### config.mk
export PLATFORM = sky130hd
export DESIGN_NAME = lp_dma_ctrl
export DESIGN_NICKNAME = d
export VERILOG_FILES = /design/src/rtl/lp_dma_ctrl.sv
export SDC_FILE = /design/constraint.sdc
export NUM_CORES = 1
export LEC_CHECK = 0
export CAP_MARGIN = 20
export CORE_UTILIZATION = 40
export CTS_CLUSTER_DIAMETER = 50
export DETAILED_ROUTE_END_ITERATION = 7
export PLACE_DENSITY_LB_ADDON = 0.1
export SLEW_MARGIN = 5
export SYNTH_ARGS = -nofsm -noshare
export SYNTH_HDL_FRONTEND = slang
export SYNTH_SLANG_ARGS = --single-unit
### constraint.sdc
create_clock -name clk -period 1.8 [get_ports clk]
set_input_delay 0.36 -clock clk [delete_from_list [all_inputs] [get_ports clk]]
set_output_delay 0.36 -clock clk [all_outputs]
set_load 0.01 [all_outputs]
### src/rtl/lp_dma_ctrl.sv
// Line-printer DMA controller: fetches bytes from 36-bit bus words and hands
// them one at a time to the printer buffer, with stop and NXM-timeout aborts.
module lp_dma_ctrl #(
  parameter int unsigned TIMEOUT = 255
) (
  input  logic        clk,
  input  logic        rst,
  input  logic        lpCMDGO,
  input  logic        lpSTOP,
  input  logic [17:0] lpBARI,
  input  logic [11:0] lpBCTRI,
  input  logic [35:0] lpDATAI,
  input  logic        devACKI,
  input  logic        prREADY,
  output logic        devREQO,
  output logic [17:0] devADDRO,
  output logic [17:0] regBAR,
  output logic [11:0] regBCTR,
  output logic [7:0]  prDATA,
  output logic        prVALID,
  output logic        lpGO,
  output logic        lpDONE,
  output logic        lpNXM
);

  typedef enum logic [1:0] {StIdle, StFetch, StHold} state_e;

  localparam logic [7:0] TimeoutVal = 8'(TIMEOUT);

  state_e      state_q, state_d;
  logic [17:0] bar_d;
  logic [11:0] bctr_d;
  logic [7:0]  data_d;
  logic [7:0]  timer_q, timer_d;
  logic        done_d;
  logic        nxm_d;
  logic [7:0]  lane_byte;

  // Word-aligned bus address derived from the current byte pointer.
  assign devADDRO = {regBAR[17:2], 2'b00};

  // Byte lane select: the 36-bit word packs bytes at bit offsets 18, 26, 0, 8.
  always_comb begin
    lane_byte = 8'h00;
    case (regBAR[1:0])
      2'b00:   lane_byte = lpDATAI[25:18];
      2'b01:   lane_byte = lpDATAI[33:26];
      2'b10:   lane_byte = lpDATAI[7:0];
      default: lane_byte = lpDATAI[15:8];
    endcase
  end

  // Next-state logic; lpSTOP is checked first so it beats ACK, READY and timeout.
  always_comb begin
    state_d = state_q;
    bar_d   = regBAR;
    bctr_d  = regBCTR;
    data_d  = prDATA;
    done_d  = 1'b0;
    nxm_d   = lpNXM;
    case (state_q)
      StIdle: begin
        if (lpCMDGO) begin
          bar_d  = lpBARI;
          bctr_d = lpBCTRI;
          nxm_d  = 1'b0;
          if (lpBCTRI == 12'd0) begin
            done_d = 1'b1;
          end else begin
            state_d = StFetch;
          end
        end
      end
      StFetch: begin
        if (lpSTOP) begin
          state_d = StIdle;
          done_d  = 1'b1;
        end else if (devACKI) begin
          data_d  = lane_byte;
          state_d = StHold;
        end else if (timer_q == TimeoutVal) begin
          nxm_d   = 1'b1;
          done_d  = 1'b1;
          state_d = StIdle;
        end
      end
      StHold: begin
        if (lpSTOP) begin
          state_d = StIdle;
          done_d  = 1'b1;
        end else if (prREADY) begin
          bar_d  = regBAR + 18'd1;
          bctr_d = regBCTR - 12'd1;
          if (regBCTR == 12'd1) begin
            done_d  = 1'b1;
            state_d = StIdle;
          end else begin
            state_d = StFetch;
          end
        end
      end
      default: state_d = StIdle;
    endcase
    // Timer only runs across consecutive FETCH cycles; any other path restarts it.
    timer_d = ((state_q == StFetch) && (state_d == StFetch)) ? timer_q + 8'd1 : 8'd0;
  end

  // State and datapath registers; outputs are decoded from next state so they are flops.
  always_ff @(posedge clk or posedge rst) begin
    if (rst) begin
      state_q <= StIdle;
      regBAR  <= 18'd0;
      regBCTR <= 12'd0;
      prDATA  <= 8'd0;
      timer_q <= 8'd0;
      devREQO <= 1'b0;
      prVALID <= 1'b0;
      lpGO    <= 1'b0;
      lpDONE  <= 1'b0;
      lpNXM   <= 1'b0;
    end else begin
      state_q <= state_d;
      regBAR  <= bar_d;
      regBCTR <= bctr_d;
      prDATA  <= data_d;
      timer_q <= timer_d;
      devREQO <= (state_d == StFetch);
      prVALID <= (state_d == StHold);
      lpGO    <= (state_d != StIdle);
      lpDONE  <= done_d;
      lpNXM   <= nxm_d;
    end
  end

endmodule
== Word-level counts from Yosys, hierarchy flattened ==
Cells that the tools add are included.
Widths: inputs -> output; s select.

* Flip-flop bits (word level): 53
* Bits in latches: 0
* RAM bits: 0
* Memory bits (read-only): 0
* Input port bits: 72
* Output and inout port bits: 61
* Word-level logic and storage cells: 71
* Memories kept: 0

* Add/sub/neg operators: 3
* Multiply operators: 0
* Divide/modulo/power cells: 0
* Magnitude comparators: 0
* Eq/ne operators: 14
* Shift-type cells: 0
* Multiplexer cells: 33
* Bitwise operators: 1
* Reductions and logical operators: 10

{| class="wikitable"
|+ Operators with widths
! cell !! number
|-
| $mux 18 || 3
|-
| $mux 12 || 3
|-
| $pmux 18 s2 || 1
|-
| $pmux 12 s2 || 1
|-
| $pmux 8 s3 || 1
|-
| $add 18x1->18 const B || 1
|-
| $mux 2 || 7
|-
| $mux 1 || 13
|-
| $eq 12x1->1 const B || 1
|-
| $logic_not 12->1 || 1
|-
| $ne 2x2->1 const B || 6
|-
| $sub 12x1->12 const B || 1
|-
| $add 8x1->8 const B || 1
|-
| $eq 8x8->1 const B || 1
|-
| $mux 8 || 1
|-
| $eq 2x1->1 const B || 3
|-
| $eq 2x2->1 const B || 3
|-
| $pmux 2 s3 || 1
|-
| $reduce_bool 2->1 || 3
|-
| $reduce_and 5->1 || 1
|-
| $logic_not 2->1 || 2
|-
| $reduce_and 4->1 || 1
|-
| $pmux 1 s3 || 1
|-
| $reduce_and 3->1 || 1
|-
| other kinds (3) || 3
|}

== Logic depth before layout (Yosys ltp) ==
* Depth in word-level cells: 8
* Gate-level depth with buffers: 8

== Worst setup path after synthesis ==
OpenSTA, ideal clock, no wires.

* Path kind: register -> register
* Start: reg regBCTR[1]
* End: reg timer_q[2]
* Arrival time: 1.826 ns
* Setup slack: -0.155 ns
* Stages on the path, launching flop included: 8
* Clock period less this slack: 1.955 ns
* Cell sequence: dfrtp_1 > inv_1 > ha_1 > or4b_1 > o41ai_2 > a221oi_2 > o2111ai_4 > nor2_1

* Cells in the longest elaborated chain, start to end: 8

{| class="wikitable"
|+ Ends and longest elaborated chain
! element !! line !! source
|-
| from (decl) || 18 || <nowiki>output logic [11:0] regBCTR,</nowiki>
|-
| from (signal assigned) || 124 || <nowiki>regBCTR <= bctr_d;</nowiki>
|-
| $eq 12x1->1 || 94 || <nowiki>if (regBCTR == 12'd1) begin</nowiki>
|-
| $mux 1 || 94 ||
|-
| $mux 2 || 91 || <nowiki>end else if (prREADY) begin</nowiki>
|-
| $mux 2 || 88 || <nowiki>if (lpSTOP) begin</nowiki>
|-
| $pmux 2 s3 || 61 || <nowiki>case (state_q)</nowiki>
|-
| $eq 2x1->1 || 105 || <nowiki>timer_d = ((state_q == StFetch) && (state_d == StFetch)) ? timer_q + 8'd1 : 8'd0;</nowiki>
|-
| $logic_and 1x1->1 || 105 ||
|-
| $mux 8 || 105 ||
|-
| named net timer_d[2] || 34 || <nowiki>logic [7:0] timer_q, timer_d;</nowiki>
|-
| to (signal assigned) || 126 || <nowiki>timer_q <= timer_d;</nowiki>
|-
| to (decl) || 34 ||
|}

The timed path passes the listed nets, and every way through them passes these cells.
A chain may end at the register's enable or synchronous reset.

== Worst setup path after layout ==
* Start: reg regBCTR[1]
* End: reg lpDONE

* Cells in the longest elaborated chain, start to end: 5

{| class="wikitable"
|+ Ends and longest elaborated chain
! element !! line !! source
|-
| $eq 12x1->1 || 94 ||
|-
| $mux 1 || 94 ||
|-
| $mux 1 || 91 ||
|-
| $mux 1 || 88 ||
|-
| $pmux 1 s3 || 61 ||
|-
| named net done_d || 35 || <nowiki>logic done_d;</nowiki>
|-
| to (signal assigned) || 130 || <nowiki>lpDONE <= done_d;</nowiki>
|-
| to (decl) || 22 || <nowiki>output logic lpDONE,</nowiki>
|}

The timed path passes the listed nets, and every way through them passes these cells.

==> flow_metrics.env <==
export IMPL_p_leak_uw=0.00222
export IMPL_initial_utilization_pct=42.1
export IMPL_reg2reg_slack_ns=-0.24
export IMPL_critical_path_arrival_ns=2.29
export IMPL_layout_commonest_cell="clkdlybuf4s50_1"
export IMPL_whs_ns=0.405
export IMPL_clk_pin_slew_ns=0.11
export IMPL_syn2layout_area_growth_pct=63.5
export IMPL_cts_made_buffers=5
export IMPL_detail_route_wl_per_cell_um=15.1
export IMPL_setup_viol=13
export IMPL_path_max_fanout=2
export IMPL_seq_power_share_pct=25.0
export IMPL_yosysWarnings=0
export IMPL_fin_tns_setup_ns=-2.21
export IMPL_multi_input_area_um2=1910
export IMPL_reg2reg_to="lpDONE$_DFF_PP0_"
export IMPL_hold_buffers=0
export IMPL_synth_yosys_seq_area_share_pct=40.0
export IMPL_final_layout_size_suffix_gt1_share_pct=21.4
export IMPL_htreeDepth=2
export IMPL_finalHoldViolations=0
export IMPL_grt_pass1_vias=3268
export IMPL_seq_area_um2=1330
export IMPL_synthesis_instances=395
export IMPL_endpoint="lpDONE$_DFF_PP0_"
export IMPL_drc=0
export IMPL_endpoint_kind="flip-flop"
export IMPL_fin_area_um2=5420
export IMPL_ir_worst_vdd_mv=0.819
export IMPL_power_switching_fraction_pct=40.2
export IMPL_cts_tree="built"
export IMPL_synthesis_area_um2=3320
export IMPL_cp_required_ns=2.05
export IMPL_synth_top_cell_by_area="dfrtp_1"
export IMPL_die_area_um2=8660
export IMPL_firstDrtPassIters=5
export IMPL_dp_cells=640
export IMPL_regToRegStartpoint="regBCTR[1]$_DFFE_PP0P_"
export IMPL_synthTopCellsByArea="dfrtp_1, a21oi_1, o21ai_0"
export IMPL_reg2reg_depth=8
export IMPL_setup_slack_ns=-0.244
export IMPL_die_h_um=93.1
export IMPL_place_area_um2=4950
export IMPL_violations="setup timing"
export IMPL_critPathLaunchType="flip-flop"
export IMPL_status="complete, but fails checks"
export IMPL_postSynthRegisterBits=53
export IMPL_ioPinCount=133
export IMPL_final_fill_count=637
export IMPL_final_util_pct=68.8
export IMPL_die_w_um=93.1
export IMPL_p_per_area_nw_per_um2=1560
export IMPL_period_needed_ns=2.04
export IMPL_dpl_hpwl_um=6990
export IMPL_grt_max_degree=54
export IMPL_cts_buffer_depth=2
export IMPL_fin_crit_sh_pct=114
export IMPL_startpoint="regBCTR[1]$_DFFE_PP0P_"
export IMPL_synth_edf_count=0
export IMPL_gp_congestion=0.847
export IMPL_via_per_inst=5.34
export IMPL_diodes=0
export IMPL_setup_worst_path_class="reg -> reg"
export IMPL_clockPowerShare_pct=9.8
export IMPL_cap_violations=0
export IMPL_cts_sinks=53
export IMPL_ant_nets=0
export IMPL_async_reset_ff_share_pct=100
export IMPL_fmaxAchievable_ghz=0.489
export IMPL_insertion_delay_ns=0.32
export IMPL_hold_class="in -> async"
export IMPL_yosysUniqueCellTypes=49
export IMPL_rsz0062_at_grt="yes"
export IMPL_portBuffers=126
export IMPL_final_cell_mix="clkdlybuf4s50_1, buf_4, dfrtp_1, a21oi_1"
export IMPL_yosysTopAreaCellShare_pct=40.0
export IMPL_root_buffer="clkbuf_8"
export IMPL_fin_skew_ns=0.0119
export IMPL_antenna_found_initial=0
export IMPL_fp_coreArea_um2=7890
export IMPL_overflow=0
export IMPL_power_internal_uw=5050
export IMPL_drtIter0Drc=156
export IMPL_num_vias=3538
export IMPL_slew_violations=0
export IMPL_rows=32
export IMPL_synth_avg_cell_area_um2=8.40
export IMPL_nets=642
export IMPL_final_cells=662
export IMPL_p_switching_uw=3400
export IMPL_grt_util_all_layers_pct=22.4
export IMPL_synth_ff_type="dfrtp_1"
export IMPL_grt_pass1_wl_um=15400
export IMPL_wl_um=10000
export IMPL_pwr_share_comb_pct=65.2
power by group through the flow:
| stage | sequential, uW | clock, uW | combinational [uW] |
|---|---|---|---|
| 2_1_floorplan | 2360 | 0 | 2370 |
| 3_3_place_gp | 2090 | 0 | 4910 |
| 3_5_place_dp | 2110 | 0 | 4990 |
| 4_1_cts | 2100 | 860 | 5080 |
| 5_1_grt | 2190 | 916 | 6000 |
| 6_report | 2110 | 833 | 5510 |
critical path: stages (launching register included):
cell and delay (ns):
dfrtp_1 0.40, inv_2 0.08, ha_4 0.11, or4b_4 0.47, buf_4 0.16, or4_1 0.40
nor2_1 0.12, o31ai_1 0.08, a21oi_1 0.16
synthesized netlist by cell type (9+ instances only):
| master | count |
|---|---|
| dfrtp_1 | 53 |
| a21oi_1 | 47 |
| nor2_1 | 38 |
| o21ai_0 | 37 |
| nand2_1 | 31 |
| clkbuf_1 | 19 |
| buf_4 | 18 |
| inv_1 | 17 |
| nand3_1 | 16 |
| ha_1 | 11 |
| a2bb2oi_1 | 9 |
kinds of logic after synthesis:
group	after synthesis	synth area share, %
other	1	0.113
flip-flops	53	40.0
buffers and inverters	58	8.64
multiplexers	3	0.905
AO/OA/AOI/OAI	130	24.8
AND/OR/NAND/NOR	133	19.8
XOR/XNOR	6	1.58
adder cells (fa/ha/maj)	11	4.15
cell type report:
type,instances,area share [%]
Clock buffer,5,1.27
Clock inverter,3,0.854
Multi-Input combinational cell,285,35.3
Sequential cell,53,24.5
Inverter,18,1.31
Tap cell,102,2.35
Timing Repair Buffer,196,34.4
per-stage QoR:
| stage | total power, uW | setup slack [ns] |
|---|---|---|
| 4_1_cts | 8030 | -0.288 |
| 2_1_floorplan | 4730 | -0.120 |
| 6_report | 8460 | -0.244 |
| 3_5_place_dp | 7100 | -0.520 |
| 5_1_grt | 9100 | -0.303 |
| 3_3_place_gp | 7010 | -0.417 |
flip-flops by register name, summed over array words and instances (netlist names):
| register | count |
|---|---|
| regBAR | 18 |
| regBCTR | 12 |
| prDATA | 8 |
| timer_q | 8 |
| state_q | 2 |
| devREQO | 1 |
| lpDONE | 1 |
| lpGO | 1 |
| lpNXM | 1 |
| prVALID | 1 |
what timing repair did:
action,4_1_cts,5_1_grt
gates resized for setup,14,47
setup buffers,2,13
cloned,0,1
setup endpoints to repair,21,38
pin swaps,7,17
routing by layer:
layer	global-route usage (%)	up-vias	part of all wire [%]
li1	-	1745	-
met1	28.2	1676	43
met2	39.6	109	50
met3	3.58	8	5.6
met4	6.03	0	0.98
met5	0	-	0
worst min path at each step:
stage | end | slack, ns | cells past startpoint
after floorplan | timer_q[0]$_DFF_PP0_ | 0.43 | 1
after global placement | timer_q[0]$_DFF_PP0_ | 0.45 | 1
after detailed placement | timer_q[0]$_DFF_PP0_ | 0.46 | 1
after CTS | prDATA[2]$_DFFE_PP0P_ | 0.42 | 3
after global routing | prDATA[5]$_DFFE_PP0P_ | 0.43 | 3
final | prDATA[5]$_DFFE_PP0P_ | 0.41 | 3
Power figures use the tool's default switching activity.
